File: config.mk
export PLATFORM = sky130hd
export DESIGN_NAME = l1_fill_biu
export DESIGN_NICKNAME = d
export VERILOG_FILES = /design/src/rtl/l1_fill_biu.sv
export SDC_FILE = /design/constraint.sdc
export NUM_CORES = 1
export LEC_CHECK = 0
export ABC_AREA = 1
export ABC_CLOCK_PERIOD_IN_PS = 1500
export CORE_MARGIN = 4
export CORE_UTILIZATION = 43
export CTS_CLUSTER_SIZE = 24
export DETAILED_ROUTE_END_ITERATION = 6
export PLACE_DENSITY = 0.88
export SETUP_SLACK_MARGIN = 0.15
export SLEW_MARGIN = 20
export SYNTH_ARGS = -nofsm -noshare
export SYNTH_HDL_FRONTEND = slang
export SYNTH_SLANG_ARGS = --single-unit
File: constraint.sdc
create_clock -name clk -period 1.5 [get_ports clk]
set_clock_uncertainty 0.05 [all_clocks]
set_input_delay 0.225 -clock clk [delete_from_list [all_inputs] [get_ports clk]]
set_output_delay 0.225 -clock clk [all_outputs]
set_load 0.01 [all_outputs]
File: src/rtl/l1_fill_biu.sv
// l1_fill_biu: memory-side bus interface unit for the L1 cache controller.
// Serves one request at a time: full line refill, single byte read, or
// single byte write-through, as byte-wide beats on the external bus.
// Optional build macro: BIU_TIMEOUT_EN adds a watchdog on mem_ack that
// turns a stalled beat into a bus error after TIMEOUT cycles.
module l1_fill_biu #(
    parameter int unsigned ADDR_WIDTH = 24,
    parameter int unsigned LINE_BYTES = 256,
    parameter int unsigned LINE_WID   = $clog2(LINE_BYTES) - 1,
    parameter int unsigned TIMEOUT    = 255
) (
    input  logic                  clk,
    input  logic                  rst,
    input  logic                  read_line_req,
    input  logic                  read_req,
    input  logic                  write_through_req,
    input  logic [ADDR_WIDTH-1:0] pa,
    input  logic [7:0]            wt_data,
    output logic [7:0]            line_data,
    output logic [LINE_WID:0]     addr_count,
    output logic                  line_write,
    output logic                  cache_entry_refill,
    output logic                  trans_rdy,
    output logic                  bus_error,
    output logic [ADDR_WIDTH-1:0] mem_addr,
    output logic [7:0]            mem_wdata,
    output logic                  mem_rd,
    output logic                  mem_wr,
    input  logic [7:0]            mem_rdata,
    input  logic                  mem_ack,
    input  logic                  mem_err
);

    localparam int unsigned CW = LINE_WID + 1;
    localparam logic [CW-1:0] LAST_BEAT = CW'(LINE_BYTES - 1);

    typedef enum logic [2:0] {
        S_IDLE,
        S_LINE_RD,
        S_SGL_RD,
        S_SGL_WR,
        S_DONE,
        S_ERR
    } state_e;

    state_e                state_q, state_d;
    logic [ADDR_WIDTH-1:0] base_q, base_d;
    logic [CW-1:0]         cnt_q, cnt_d;
    logic                  last_q, last_d;
    logic [7:0]            line_data_q, line_data_d;
    logic [CW-1:0]         addr_count_q, addr_count_d;
    logic                  line_write_q, line_write_d;
    logic                  refill_q, refill_d;
    logic                  trans_rdy_q, trans_rdy_d;
    logic                  bus_error_q, bus_error_d;
    logic [ADDR_WIDTH-1:0] mem_addr_q, mem_addr_d;
    logic [7:0]            mem_wdata_q, mem_wdata_d;
    logic                  mem_rd_q, mem_rd_d;
    logic                  mem_wr_q, mem_wr_d;

    logic                  strobe_c;
    logic                  timeout_c;
    logic                  fail_c;

    assign strobe_c = mem_rd_q | mem_wr_q;
    // Error beats mem_ack when both arrive in the same cycle.
    assign fail_c   = strobe_c & (mem_err | timeout_c);

`ifdef BIU_TIMEOUT_EN
    localparam int unsigned WDW = $clog2(TIMEOUT + 1);
    logic [WDW-1:0] wdog_q, wdog_d;

    // Fires on the last unacknowledged cycle so bus_error lands TIMEOUT cycles after the strobe rose.
    assign timeout_c = strobe_c & ~mem_ack & (wdog_q == WDW'(TIMEOUT - 1));

    // Watchdog counts strobe cycles without ack; any ack, idle bus or expiry clears it.
    always_comb begin
        wdog_d = '0;
        if (strobe_c && !mem_ack && !timeout_c) begin
            wdog_d = wdog_q + WDW'(1);
        end
    end

    // Watchdog register.
    always_ff @(posedge clk) begin
        if (rst) begin
            wdog_q <= '0;
        end else begin
            wdog_q <= wdog_d;
        end
    end
`else
    logic unused_timeout;
    assign timeout_c      = 1'b0;
    assign unused_timeout = ^32'(TIMEOUT);
`endif

    // Next-state and registered-output logic.
    always_comb begin
        state_d      = state_q;
        base_d       = base_q;
        cnt_d        = cnt_q;
        last_d       = last_q;
        line_data_d  = line_data_q;
        addr_count_d = addr_count_q;
        line_write_d = 1'b0;
        refill_d     = 1'b0;
        trans_rdy_d  = 1'b0;
        bus_error_d  = 1'b0;
        mem_addr_d   = mem_addr_q;
        mem_wdata_d  = mem_wdata_q;
        mem_rd_d     = mem_rd_q;
        mem_wr_d     = mem_wr_q;

        unique case (state_q)
            S_IDLE: begin
                if (read_line_req) begin
                    base_d     = {pa[ADDR_WIDTH-1:CW], CW'(0)};
                    cnt_d      = '0;
                    last_d     = 1'b0;
                    mem_addr_d = {pa[ADDR_WIDTH-1:CW], CW'(0)};
                    mem_rd_d   = 1'b1;
                    state_d    = S_LINE_RD;
                end else if (read_req) begin
                    mem_addr_d = pa;
                    mem_rd_d   = 1'b1;
                    state_d    = S_SGL_RD;
                end else if (write_through_req) begin
                    mem_addr_d  = pa;
                    mem_wdata_d = wt_data;
                    mem_wr_d    = 1'b1;
                    state_d     = S_SGL_WR;
                end
            end

            S_LINE_RD: begin
                if (mem_rd_q) begin
                    if (fail_c) begin
                        mem_rd_d    = 1'b0;
                        bus_error_d = 1'b1;
                        state_d     = S_ERR;
                    end else if (mem_ack) begin
                        mem_rd_d     = 1'b0;
                        line_data_d  = mem_rdata;
                        addr_count_d = cnt_q;
                        line_write_d = 1'b1;
                        if (cnt_q == LAST_BEAT) begin
                            last_d = 1'b1;
                        end else begin
                            cnt_d = cnt_q + CW'(1);
                        end
                    end
                end else begin
                    // Gap cycle between beats: abort, finish the line, or start the next beat.
                    if (!read_line_req) begin
                        state_d = S_IDLE;
                    end else if (last_q) begin
                        refill_d    = 1'b1;
                        trans_rdy_d = 1'b1;
                        state_d     = S_DONE;
                    end else begin
                        mem_addr_d = {base_q[ADDR_WIDTH-1:CW], cnt_q};
                        mem_rd_d   = 1'b1;
                    end
                end
            end

            S_SGL_RD: begin
                if (fail_c) begin
                    mem_rd_d    = 1'b0;
                    bus_error_d = 1'b1;
                    state_d     = S_ERR;
                end else if (mem_ack) begin
                    mem_rd_d    = 1'b0;
                    line_data_d = mem_rdata;
                    if (read_req) begin
                        trans_rdy_d = 1'b1;
                        state_d     = S_DONE;
                    end else begin
                        state_d = S_IDLE;
                    end
                end
            end

            S_SGL_WR: begin
                if (fail_c) begin
                    mem_wr_d    = 1'b0;
                    bus_error_d = 1'b1;
                    state_d     = S_ERR;
                end else if (mem_ack) begin
                    mem_wr_d = 1'b0;
                    if (write_through_req) begin
                        trans_rdy_d = 1'b1;
                        state_d     = S_DONE;
                    end else begin
                        state_d = S_IDLE;
                    end
                end
            end

            S_DONE: state_d = S_IDLE;

            S_ERR: state_d = S_IDLE;

            default: state_d = S_IDLE;
        endcase
    end

    // State and output registers; reset clears every output and strobe.
    always_ff @(posedge clk) begin
        if (rst) begin
            state_q      <= S_IDLE;
            base_q       <= '0;
            cnt_q        <= '0;
            last_q       <= 1'b0;
            line_data_q  <= '0;
            addr_count_q <= '0;
            line_write_q <= 1'b0;
            refill_q     <= 1'b0;
            trans_rdy_q  <= 1'b0;
            bus_error_q  <= 1'b0;
            mem_addr_q   <= '0;
            mem_wdata_q  <= '0;
            mem_rd_q     <= 1'b0;
            mem_wr_q     <= 1'b0;
        end else begin
            state_q      <= state_d;
            base_q       <= base_d;
            cnt_q        <= cnt_d;
            last_q       <= last_d;
            line_data_q  <= line_data_d;
            addr_count_q <= addr_count_d;
            line_write_q <= line_write_d;
            refill_q     <= refill_d;
            trans_rdy_q  <= trans_rdy_d;
            bus_error_q  <= bus_error_d;
            mem_addr_q   <= mem_addr_d;
            mem_wdata_q  <= mem_wdata_d;
            mem_rd_q     <= mem_rd_d;
            mem_wr_q     <= mem_wr_d;
        end
    end

    assign line_data          = line_data_q;
    assign addr_count         = addr_count_q;
    assign line_write         = line_write_q;
    assign cache_entry_refill = refill_q;
    assign trans_rdy          = trans_rdy_q;
    assign bus_error          = bus_error_q;
    assign mem_addr           = mem_addr_q;
    assign mem_wdata          = mem_wdata_q;
    assign mem_rd             = mem_rd_q;
    assign mem_wr             = mem_wr_q;

endmodule

# == Word-level counts from Yosys, hierarchy flattened ==
# Cells that the tools add are included.
# classes
n_eq_ne,22
reduce_logical,18
order_cmp,0
div,0
n_mul,0
muxes,65
add_sub_neg,1
bitwise_logic,7
shift,0
# op_table
op,count
$mux W24,6
$mux W8,8
$pmux W24 S2,1
$mux W3,13
$pmux W8 S2,2
$mux W1,29
$ne A2 B2 Y1 const B,12
$reduce_and A5 Y1,3
$ne A3 B3 Y1 const B,4
$pmux W3 S4,1
$reduce_and A6 Y1,2
$add A8 B1 Y8 const B,1
$eq A8 B8 Y1 const B,1
$ne A4 B4 Y1 const B,2
$reduce_and A4 Y1,2
$eq A3 B2 Y1 const B,2
$pmux W1 S2,3
$pmux W1 S3,2
$reduce_bool A2 Y1,3
$not A1 Y1,5
$reduce_and A2 Y1,2
$reduce_or A2 Y1,2
$reduce_or A4 Y1,1
$eq A3 B1 Y1 const B,1
other kinds (5),5
# word_totals
n_memories,0
output_inout_bits,54
romBits,0
inputBits,47
mem_bits_rw,0
register_bits,82
latchBits,0
elab_cells,127

# == Logic depth before layout (Yosys ltp) ==
# depth
depth_word,6
ltp_mapped,11

# == Worst setup path before layout ==
# OpenSTA, ideal clock, no wires.
# synth_path
kind,reg-to-reg
from,register cnt_q[0]
to,register cnt_q[0]
t_arrival_ns,1.299
setup_time_ns,0.113
setup_slack_ns,0.038
path_stages_with_launch,11
cell_sequence,dfxtp_1 > ha_1 > nand2_1 > nor2_1 > nand2_1 > nand2_1 > nand2_2 > nand2_4 > inv_2 > nor2_1 > nor2_1
# synth_via
elab_chain_cells,6
word_cells_on_any_way,9
# synth_rtl
element,line,rtl
from (decl),48,"logic [CW-1:0] cnt_q, cnt_d;"
from (signal assigned),229,cnt_q <= cnt_d;
$add A8 B1 Y8,150,cnt_d = cnt_q + CW'(1);
$mux W8,147,if (cnt_q == LAST_BEAT) begin
$mux W8,142,end else if (mem_ack) begin
$mux W8,138,if (fail_c) begin
$mux W8,137,if (mem_rd_q) begin
$pmux W8 S2,115,unique case (state_q)
# Several ways; a longest one is shown, not always the timed one. The select of a mux whose other input is x is not followed.
# A chain may end at the register's enable or synchronous reset.

# == Worst setup path in the final report ==
# layout_path
from,register state_q[1]
to,register cnt_q[5]
# layout_via
elab_chain_cells,3
word_cells_on_any_way,10
# layout_rtl
element,line,rtl
from (decl),46,"state_e state_q, state_d;"
from (signal assigned),227,state_q <= state_d;
$eq A3 B1 Y1 or $logic_not A3 Y1 (tied branches),115,
$ne A2 B2 Y1 (no line) or $reduce_bool A2 Y1 (tied branches),-,
$reduce_and A6 Y1 (no line),-,
# Several ways; a longest one is shown, not always the timed one.

==> flow_summary_export.csv <==
group,metric,value,unit
status,outcome,"finished with violations",
status,violations,"negative setup slack",
timing,hold_violations,0,
drt,wl,14700,µm
floorplanning,die_width,100,µm
synthesis,synth_top_family_by_area,"simple AND/OR/NAND/NOR gates",
timing,rsz0062_at_grt,"yes",
placed_design,placed_area,0.00505,mm²
synthesis,ys_seq_area_share,44.9,%
global_route,antenna_found_initial,0,
global_route,grt_max_degree,49,
layout,fill_cells,549,
worst_hold_path,whs_path_depth,3,
synthesis,synth-compound-area-share,18.8,%
placed_design,io_buffers,100,
synthesis,synth_edf_count,0,
critical_path,required,1.71,ns
timing,fmax,632,MHz
drt,num_vias,4395,
timing,max_slew_margin,60.0,%
critical_path,crit_fanout,7,
run,drv_cap,0,
critical_path,endpoint_kind,"flip-flop",
drt,firstDrtPassIters,7,
layout,instances_no_fill,786,
synthesis,synthAdderAreaFrac,0.342,%
synthesis,yosysWarnings,0,
critical_path,reg2reg_depth,12,
drt,drtAntennaViolNets,0,
clock_network,htree_levels,3,
pwr,p_sw,5.21,mW
synthesis,synth_ff_type,"dfxtp_1",
synthesis,yosys.area_share.simple,27.5,%
clock_network,clock_latency,0.36,ns
placed_design,dp.cells,734,
global_route,grt_pass1_vias,4207,
timing,drv_slew,0,
layout,insertedDiodeCount,0,
timing,worstMarginPinSlew,0.596,ns
placed_design,place_congestion,0.889,
layout,nets,724,
synthesis,synth_cells,514,
worst_hold_path,hold_path.class,"in -> reg",
synthesis,synth_xor_area_share,0,%
drt,routedWlPerCell,18.8,µm
floorplanning,start_util,44.3,%
synthesis,postSynthAreaPerCell,7.11,µm²
pwr,vdd_drop_max,0.885,mV
clock_network,cts_tree,"done",
synthesis,synthMuxAreaShare,0,%
timing,min_period,1.58,ns
pwr,p_comb_share,57.7,%
layout,multi_input_area,0.00231,mm²
timing,finalSetupViolations,47,
drt,drt_iter0_markers,355,
clock_network,clk_transition_reported_paths,0.09,ns
global_route,grt_remaining_overflow,0,
pwr,pwr-share-clk,16.5,%
pwr,p_int,7.11,mW
floorplanning,dieArea,0.0100,mm²
placed_design,place_hpwl,7720,µm
pwr,leakagePower,2.82,nW
timing,fin_setup_tns,-1.39,ns
pwr,swShare,42.3,%
global_route,grt_pass1_wl,20600,µm
floorplanning,design.core.area,0.00826,mm²
synthesis,ys_ff_latch,82,
global_route,grt_use_total,25.8,%
clock_network,clk_path_buf_depth,2,
critical_path,start_kind,"flip-flop",
pwr,seq_power_share,25.8,%
timing,period_share,105,%
drt,via_per_inst,5.59,
floorplanning,die_h,100,µm
pwr,p_per_area,1930,mW/mm²
clock_network,numCtsBuffers,9,
clock_network,cts_sinks,82,
synthesis,syn_nets,562,
critical_path,path_class,"reg -> reg",
clock_network,cts_root_buf,"clkbuf_8",
layout,ff_latch_area,0.00166,mm²
layout,drive_above_1_share,34.2,%
synthesis,synth_area,0.00365,mm²
timing,timing.hold.ws,0.388,ns
layout,area_delta_synth_final,74.9,%
synthesis,synth.distinct_cells,28,
timing,setup_ws,-0.0816,ns
floorplanning,num_io_pins,101,
critical_path,crit_arrival,1.80,ns
floorplanning,row_count,33,
drt,drc,0,
synthesis,synthArstFlopShare,0,%
layout,final_area,0.00639,mm²
sequential cells by signal (all words and copies together), names as in the netlist:
name / cells
cnt_q: 8
mem_rd: 1
mem_wr: 1
cache_entry_refill: 1
line_write: 1
mem_wdata: 8
addr_count: 8
state_q: 3
base_q: 16
trans_rdy: 1
line_data: 8
mem_addr: 24
bus_error: 1
last_q: 1
cell usage after synthesis (5+ instances only):
master	instances	share of area [%]
nor2_1	103	11
o21ai_0	86	12
dfxtp_1	82	45
nand2_1	74	7.6
a21oi_1	42	5.8
inv_1	42	4.3
nand3_1	21	2.9
buf_2	8	1.1
clkbuf_1	8	0.82
inv_2	6	0.62
nand2_2	6	1.0
nand4_1	5	0.86
power by group through the flow:
stage	clock network (mW)	logic, mW	registers, mW
after floorplan	0	2.43	3.28
after global routing	2.13	7.51	3.23
after detailed placement	0	4.31	3.15
after global placement	0	4.20	3.12
after CTS	2.02	5.82	3.12
final	2.04	7.11	3.18
timing repair:
action,in CTS,in global routing
resized for setup,217,87
setup buffers,17,8
gates cloned,8,3
hold buffers,0,0
pin swaps,42,42
setup endpoints to repair,134,82
cells in the final DEF (no fill, tap or decap), types with 18 or more instances in the layout:
cell type / Yosys / final
nor2_1: 103 / 88
a21oi_1: 42 / 22
a21oi_2: 0 / 18
inv_1: 42 / 38
o21ai_1: 3 / 18
o21ai_2: 0 / 35
nand3_1: 21 / 18
dfxtp_1: 82 / 73
buf_4: 3 / 35
nand2_1: 74 / 56
o21ai_0: 86 / 28
dlygate4sd2_1: 0 / 52
clkdlybuf4s50_1: 0 / 45
metal layers:
layer  GRT usage, %  up-vias  part of all wire (%)
met5              0        -                     0
met4           7.77        0                   3.8
met3           6.05       55                   8.0
met2           46.4      259                    51
met1           30.3     2081                    38
li1               -     2000                     -
worst paths after layout:
path / endpoint / from / slack [ns]
worst min register to register: mem_addr[7]$_SDFFE_PP0P_ / mem_addr[7]$_SDFFE_PP0P_ / 0.42
worst max-delay path: cnt_q[5]$_SDFFE_PP0P_ / state_q[1]$_SDFFE_PP0P_ / -0.08
worst min-delay path: cache_entry_refill$_SDFF_PP0_ / read_line_req / 0.39
worst max register to register: cnt_q[5]$_SDFFE_PP0P_ / state_q[1]$_SDFFE_PP0P_ / -0.08
cell families after synthesis:
family / Yosys count
DFF: 82
and+or+nand+nor: 226
adders and majority gates: 1
buffers and inverters: 71
AOI/OAI and AO/OA: 134
area by class of cell:
class / instances / area share, %
tap: 105 / 2.05
clock buffer: 9 / 1.94
clock inverter: 7 / 1.92
timing repair buffer: 170 / 28.2
multi-input combinational: 362 / 36.1
timing repair inverter: 3 / 0.450
inverter: 48 / 3.41
sequential: 82 / 26.0
critical path, stage by stage, from the launching register on:
cell and delay, ns:
dfxtp_4 0.41, inv_4 0.05, nand2_4 0.07, nor2_4 0.04
buf_12 0.14, nand2_8 0.06, nand2_4 0.05, nor2_4 0.22
nand2_4 0.14, nand2_4 0.09, nand2_2 0.05, nand2_1 0.07
inv_1 0.04
through the flow:
stage          setup WS, ns  utilization, %  total power [mW]
2_1_floorplan         0.119               -              5.71
3_3_place_gp         -0.301            61.2              7.31
3_5_place_dp         -0.347            61.2              7.46
4_1_cts             0.00184            71.9              11.0
5_1_grt              -0.144            77.4              12.9
6_report            -0.0816            77.4              12.3
No activity file was read; power rests on OpenSTA's default activity.
